==> config.mk <==
export PLATFORM = sky130hd
export DESIGN_NAME = i2s_master_tx
export DESIGN_NICKNAME = d
export VERILOG_FILES = /design/src/rtl/i2s_pkg.sv /design/src/rtl/i2s_clk_gen.sv /design/src/rtl/i2s_master_tx.sv
export SDC_FILE = /design/constraint.sdc
export NUM_CORES = 1
export LEC_CHECK = 0
export BUFFER_PORTS_ARGS = -buffer_cell sky130_fd_sc_hd__buf_2
export CAP_MARGIN = 20
export CORE_UTILIZATION = 50
export CTS_CLUSTER_SIZE = 12
export DETAILED_ROUTE_END_ITERATION = 12
export PLACE_DENSITY = 0.77
export SYNTH_ARGS = -nofsm -noshare
export SYNTH_HDL_FRONTEND = slang
export SYNTH_HIERARCHICAL = 1
export SYNTH_SLANG_ARGS = --single-unit
==> constraint.sdc <==
create_clock -name clk -period 2.36 [get_ports clk]
set_clock_uncertainty 0.05 [all_clocks]
set_input_delay 0.354 -clock clk [delete_from_list [all_inputs] [get_ports clk]]
set_output_delay 0.354 -clock clk [all_outputs]
set_load 0.03 [all_outputs]
==> src/rtl/i2s_pkg.sv <==
// i2s_pkg: shared state type, default slot size and bit-index width helper for the I2S transmitter
package i2s_pkg;

   typedef enum logic {IDLE, RUN} state_t;

   localparam int DEF_SLOT = 32;

   function automatic int idx_w(input int slot_w);
      return $clog2(2 * slot_w);
   endfunction

endpackage

==> src/rtl/i2s_clk_gen.sv <==
// i2s_clk_gen: SCK divider, falling-edge strobe, frame bit counter and run/idle control
module i2s_clk_gen
   import i2s_pkg::*;
#(
   parameter int SLOT_WIDTH = DEF_SLOT,
   parameter int SCK_HALF   = 2
) (
   input  logic                         clk,
   input  logic                         rst,
   input  logic                         en,
   output logic                         sck,
   output logic                         fall,
   output logic                         frame,
   output logic [idx_w(SLOT_WIDTH)-1:0] bnext
);

   localparam int L  = 2 * SLOT_WIDTH;
   localparam int IW = idx_w(SLOT_WIDTH);
   localparam int DW = $clog2(SCK_HALF + 1);

   state_t        state, state_n;
   logic [DW-1:0] div_cnt;
   logic [IW-1:0] bit_cnt;
   logic          wrap;

   // en only matters when leaving IDLE or on a frame boundary
   always_comb begin
      wrap    = state == RUN && div_cnt == DW'(SCK_HALF - 1);
      fall    = wrap && sck;
      bnext   = bit_cnt == IW'(L - 1) ? '0 : bit_cnt + 1'b1;
      frame   = fall && bnext == '0;
      state_n = state == IDLE ? (en ? RUN : IDLE) : (frame && !en ? IDLE : RUN);
   end

   always_ff @(posedge clk or posedge rst)
      if (rst) begin
         state   <= IDLE;
         div_cnt <= '0;
         bit_cnt <= '0;
         sck     <= 1'b0;
      end else begin
         state <= state_n;
         if (state == IDLE) begin
            div_cnt <= '0;
            bit_cnt <= IW'(L - 1);
            sck     <= 1'b0;
         end else begin
            div_cnt <= wrap ? '0 : div_cnt + 1'b1;
            if (wrap) sck <= ~sck;
            if (fall) bit_cnt <= bnext;
         end
      end

endmodule

==> src/rtl/i2s_master_tx.sv <==
// i2s_master_tx: Philips I2S master transmitter with a one-frame valid/ready holding register
module i2s_master_tx
   import i2s_pkg::*;
#(
   parameter int DATA_WIDTH = 16,
   parameter int SLOT_WIDTH = DEF_SLOT,
   parameter int SCK_HALF   = 2
) (
   input  logic                  clk,
   input  logic                  rst,
   input  logic                  en,
   input  logic [DATA_WIDTH-1:0] ldata,
   input  logic [DATA_WIDTH-1:0] rdata,
   input  logic                  in_vld,
   output logic                  in_rdy,
   output logic                  sck,
   output logic                  ws,
   output logic                  sda,
   output logic                  frame_start,
   output logic                  underrun
);

   localparam int L  = 2 * SLOT_WIDTH;
   localparam int IW = idx_w(SLOT_WIDTH);

   logic                  fall, frame, full, acc, load, ws_n;
   logic [IW-1:0]         bnext;
   logic [DATA_WIDTH-1:0] hold_l, hold_r;
   logic [L-1:0]          sh, ld_val;

   i2s_clk_gen #(
      .SLOT_WIDTH(SLOT_WIDTH),
      .SCK_HALF  (SCK_HALF)
   ) u_clk (
      .clk  (clk),
      .rst  (rst),
      .en   (en),
      .sck  (sck),
      .fall (fall),
      .frame(frame),
      .bnext(bnext)
   );

   // ws announces the channel of the following bit, so it leads each MSB by one SCK
   always_comb begin
      in_rdy = !full;
      acc    = in_vld && !full;
      load   = frame && en;
      ws_n   = bnext >= IW'(SLOT_WIDTH - 1) && bnext != IW'(L - 1);
      ld_val = full ? (L'(hold_l) << (L - DATA_WIDTH)) | (L'(hold_r) << (SLOT_WIDTH - DATA_WIDTH)) : '0;
   end

   always_ff @(posedge clk or posedge rst)
      if (rst) begin
         full   <= 1'b0;
         hold_l <= '0;
         hold_r <= '0;
      end else if (acc) begin
         hold_l <= ldata;
         hold_r <= rdata;
         full   <= 1'b1;
      end else if (load) begin
         full <= 1'b0;
      end

   always_ff @(posedge clk or posedge rst)
      if (rst) begin
         sh          <= '0;
         sda         <= 1'b0;
         ws          <= 1'b0;
         frame_start <= 1'b0;
         underrun    <= 1'b0;
      end else begin
         frame_start <= load;
         underrun    <= load && !full;
         if (load) begin
            sh  <= ld_val << 1;
            sda <= ld_val[L-1];
            ws  <= ws_n;
         end else if (frame) begin
            sh  <= '0;
            sda <= 1'b0;
            ws  <= 1'b0;
         end else if (fall) begin
            sh  <= sh << 1;
            sda <= sh[L-1];
            ws  <= ws_n;
         end
      end

endmodule

## Word-level counts from Yosys, hierarchy flattened

Cells that the tools add are included.

- Bits in registers: 111
- Input port bits: 36
- Output and inout port bits: 6

- $add $sub $neg: 2
- Magnitude comparators: 1
- Equal/unequal tests: 5
- Mux-type cells: 22
- Bitwise gates (word level): 2
- Reduce and logical (&&, ||, !) cells: 13

Operator list:

| cell | number |
|---|---|
| $mux W64 | 4 |
| $or A64 B32 Y64 | 1 |
| $mux W6 | 3 |
| $mux W1 | 13 |
| $logic_and A1 B1 Y1 | 8 |
| $add A6 B1 Y6 const B | 1 |
| $eq A6 B6 Y1 const B | 1 |
| $ge A6 B5 Y1 const B | 1 |
| $logic_not A6 Y1 | 1 |
| $ne A6 B6 Y1 const B | 1 |
| $mux W2 | 2 |
| $ne A2 B2 Y1 const B | 2 |
| $reduce_bool A3 Y1 | 1 |
| $add A2 B1 Y2 const B | 1 |
| $eq A2 B1 Y1 const B | 1 |
| $logic_not A1 Y1 | 2 |
| $reduce_bool A2 Y1 | 1 |
| $not A1 Y1 | 1 |

## Logic depth before layout (Yosys ltp)

- Depth after elaboration: 7
- Mapped depth: 11

## Modules after synthesis

Netlist, hierarchy kept.

Modules (own cells, without submodules):

| module | times used | cells each | area each (um2) | sequential area each (um2) |
|---|---|---|---|---|
| i2s_master_tx | 1 | 317 | 3518.4 | 2102.0 |
| i2s_clk_gen | 1 | 58 | 541.8 | 250.2 |

## Least setup slack after synthesis

OpenSTA, ideal clock, no wires.

- Kind: register to register
- From: reg u_clk.bit_cnt[0]
- To: reg sh[33]
- Library setup time: 0.132 ns
- Data arrival time: 2.119 ns
- Setup slack: 0.059 ns
- Stages on the path, launching flop included: 10
- Buffers on the path: 3
- Period minus slack after synthesis: 2.301 ns
- Path through: dfrtp_1 -> ha_1 -> nand3_1 -> a311o_1 -> or2_0 -> nor3_1 -> buf_2 -> buf_2 -> buf_1 -> nor2_1

- Word-level cells in the longest chain between the ends: 6

RTL lines:

| item | line | text |
|---|---|---|
| start, declared | i2s_clk_gen.sv:23 | `logic [IW-1:0] bit_cnt;` |
| start signal, assigned | i2s_clk_gen.sv:45 | `bit_cnt <= IW'(L - 1);` |
| start signal, assigned | i2s_clk_gen.sv:50 | `if (fall) bit_cnt <= bnext;` |
| $add A6 B1 Y6 or $eq A6 B6 Y1 (tied branches) | i2s_clk_gen.sv:30 | `bnext = bit_cnt == IW'(L - 1) ? '0 : bit_cnt + 1'b1;` |
| $mux W6 (*) | i2s_clk_gen.sv:30 |  |
| net bnext[3] | i2s_master_tx.sv:27 | `logic [IW-1:0] bnext;` |
| $logic_not A6 Y1 (*) | i2s_clk_gen.sv:31 | `frame = fall && bnext == '0;` |
| $logic_and A1 B1 Y1 (*) | i2s_clk_gen.sv:31 |  |
| net frame | i2s_master_tx.sv:26 | `logic fall, frame, full, acc, load, ws_n;` |
| $mux W64 or $logic_and A1 B1 Y1 (tied branches) | i2s_master_tx.sv:80, i2s_master_tx.sv:48 |  |
| $mux W64 or $reduce_bool A3 Y1 (tied branches) | - |  |
| end signal, assigned | i2s_master_tx.sv:77 | `sh <= ld_val << 1;` |
| end signal, assigned | i2s_master_tx.sv:85 | `sh <= sh << 1;` |
| end, declared | i2s_master_tx.sv:29 | `logic [L-1:0] sh, ld_val;` |

The timed path passes the listed nets; every way through them passes the cells marked *.
A chain may end at the register's enable or synchronous reset.

## Final worst setup path

- From: reg u_clk.bit_cnt[1]
- To: reg sh[63]

Same word-level chain as after synthesis.

==> impl_metrics.csv <==
group,metric,value,unit
yosys,synth_compound_area_share,13.7,%
worst_setup_path,cp-end-kind,"flip-flop",
placement,hpwl,5220,um
global_routing,antenna_found_initial,0,
worst_setup_path,cp.arrival,2.66,ns
timing,fin_hold_ws,0.155,ns
clocking,clockBufferDepth,2,
final_layout,final_common_cell,"dfrtp_1",
final_layout,layout_common_cells,"dfrtp_1, a21oi_1, buf_2",
die,rows,32,
yosys,yosys.area.top_type,"dfrtp_1",
timing,slew-limit-headroom,60.5,%
yosys,synth-xor-area-share,0.647,%
placement,placed_cells,511,
yosys,synth.area.mux_share,12.8,%
worst_setup_path,crit_fanout,8,
yosys,synth_seq_cells,94,
clocking,cts_buffers,9,
global_routing,grt_pass1_wl,13000,um
die,floorplan.initialDensity,52.0,%
worst_setup_path,r2r_start,"u_clk/bit_cnt[1]$_DFFE_PP0P_",
outcome,status,"finished, violations left",
global_routing,grt_usage,19.7,%
yosys,synth_top_cell_area_share,57.9,%
timing,worst_slack,-0.0639,ns
power_and_ir_drop,power.total,5.24,mW
worst_setup_path,r2r_setup_slack,-0.06,ns
min_path,hold_start,"ldata[15]",
clocking,clkTransAtPathRegs,0.10,ns
final_layout,nNetsFinal,469,
die,design.die.area,8480,um^2
global_routing,grt_pass1_vias,2762,
placement,place_area,4440,um^2
route,routedWlPerCell,16.4,um
final_layout,finalNonFillerCells,538,
route,drc,0,
run,drv_cap,0,
yosys,synth_fp_nets,413,
timing,rsz0062_at_grt,"yes",
min_path,hold_path_class,"in2reg",
route,antenna_left,0,
route,avgViaCountPerCell,5.51,
yosys,synth_fa_ha_area_share,0.616,%
clocking,clock_latency,0.37,ns
worst_setup_path,critPathRequiredTime,2.60,ns
worst_setup_path,r2r_cells,11,
timing,tightest_slew,0.591,ns
timing,hold_viol_final,0,
clocking,htree_levels,3,
timing,finalCritPeriodShare,103,%
outcome,violations,"setup timing",
timing,fin_crit,2.42,ns
global_routing,grt_max_degree,34,
die,io_pins,42,
yosys,ys_seq_area_share,57.9,%
timing,fmax,413,MHz
clocking,cts_root_buf,"clkbuf_8",
worst_setup_path,path_class,"reg2reg",
route,drt_pass1_iterations,4,
power_and_ir_drop,vdd_drop_max,0.593,mV
yosys,avgSynthCellArea,10.8,um^2
timing,setup_violations,26,
yosys,syn_area,4060,um^2
placement,numPortBuffers,41,
yosys,synth.distinct_cells,39,
final_layout,diodes,0,
final_layout,drive_gt1_share,34.6,%
yosys,synthSimpleGateAreaFrac,6.90,%
worst_setup_path,crit_end,"sh[63]$_DFFE_PP0P_",
die,die_h,92.1,um
yosys,ys_top_cells_by_area,"dfrtp_1, a21oi_1, mux2_2",
final_layout,stdcell_area,4940,um^2
die,coreArea,7810,um^2
route,vias,2966,
worst_setup_path,startpoint_type,"flip-flop",
yosys,synth_top_family_by_area,"compound AO/OA/AOI/OAI gates",
clocking,cts_tree,"yes",
worst_setup_path,r2r-end,"sh[63]$_DFFE_PP0P_",
yosys,netlist_instances,375,
power_and_ir_drop,power_density,1060,nW/um^2
final_layout,area_delta_synth_final,21.7,%
final_layout,fin_util,63.3,%
route,first_iter_violations,138,
power_and_ir_drop,p_leak,2.30,nW
worst_setup_path,startpoint,"u_clk/bit_cnt[1]$_DFFE_PP0P_",
timing,final_max_slew_viol_count,0,
final_layout,nFillCells,607,
clocking,cts.sinks,94,
die,die_w,92.1,um
placement,gp_congestion,0.774,
global_routing,overflow,0,
yosys,synth_warnings,6,
route,wl,8810,um
-- what timing repair did --
action | CTS | global route
buffers inserted | 0 | 5
hold buffers | 1 | 0
pin swaps | 0 | 19
endpoints found under the setup margin | 26 | 47
cloned | 0 | 5
gates resized for setup | 1 | 38
endpoints found under the hold margin | 10 | 0
-- through the flow --
step | TNS [ns] | setup WS [ns]
global placement | 0 | 0.121
global route | -3.58 | -0.154
floorplan | 0 | 0.0586
finish | -0.714 | -0.0639
detailed placement | -0.0289 | -0.0283
CTS | -0.0281 | -0.0281
-- worst max-delay path, cell delays in order (launching register included) --
cell and delay, ns:
dfrtp_2 0.45, buf_6 0.13, and4b_1 0.18, a311o_1 0.30, or2_1 0.26, nor3_2 0.23, nand2_2 0.11, nor2_4 0.14
buf_12 0.14, clkbuf_16 0.15, a21oi_1 0.09, a21oi_1 0.12
-- worst min-delay path by stage --
stage                                         to  slack (ns)  cells after the start
floorplan           u_clk/bit_cnt[0]$_DFFE_PP0P_        0.14                      1
CTS                       hold_l[15]$_DFFE_PP0P_        0.15                      2
global route              hold_l[11]$_DFFE_PP0P_        0.16                      2
finish                    hold_l[15]$_DFFE_PP0P_        0.16                      2
global placement    u_clk/bit_cnt[3]$_DFFE_PP0P_        0.33                      2
detailed placement  u_clk/bit_cnt[3]$_DFFE_PP0P_        0.34                      2
-- power breakdown --
group	switching [mW]	total, mW	internal [mW]
logic	0.996	1.78	0.788
registers	0.320	2.46	2.14
clock network	0.599	1.00	0.401
-- cell usage after synthesis (all sizes together) --
cell type / n
a21oi: 93
a311o: 1
a311oi: 1
a31oi: 4
and2: 2
and2b: 1
and4b: 1
buf: 16
clkbuf: 8
dfrtp: 94
ha: 2
inv: 40
mux2: 32
mux2i: 16
nand2: 8
nand2b: 1
nand3: 5
nand3b: 1
nand4b: 1
nor2: 30
nor2b: 2
nor3: 1
o21a: 2
o21ai: 3
o31ai: 1
o41a: 1
or2: 4
or3: 1
xnor2: 2
xor2: 1
-- flip-flops by register name, summed over array words and instances (netlist names) --
| signal | flops |
|---|---|
| sda | 1 |
| u_clk/bit_cnt | 6 |
| u_clk/state | 1 |
| hold_r | 16 |
| underrun | 1 |
| ws | 1 |
| hold_l | 16 |
| frame_start | 1 |
| u_clk/sck | 1 |
| full | 1 |
| sh | 47 |
| u_clk/div_cnt | 2 |
-- layer usage --
layer  GRT usage, %  routed length (um)  vias to the layer above
met5              0                   0                        -
met2           30.3                4420                       95
met4           9.11                 231                        0
li1               -                   -                     1369
met1           27.1                3750                     1483
met3           3.57                 406                       19
-- cell families (layout without fill, tap and decap cells) --
| kind of cell | count (synthesis) | in the layout |
|---|---|---|
| simple gates | 58 | 58 |
| compound gates | 106 | 106 |
| flops | 94 | 94 |
| xor+xnor | 3 | 3 |
| buf+inv | 64 | 125 |
| mux | 48 | 48 |
| fa+ha+maj | 2 | 2 |
-- layout make-up --
class                      count  area, um^2  share of cell area, %
clock buffer                  10         128                   2.58
clock inverter                 6        51.3                   1.04
inverter                      40         154                   3.12
multi-input combinational    217        1550                   31.5
sequential                    94        2350                   47.7
tap                          102         128                   2.58
timing repair buffer          69         571                   11.6
Power figures use the tool's default switching activity.
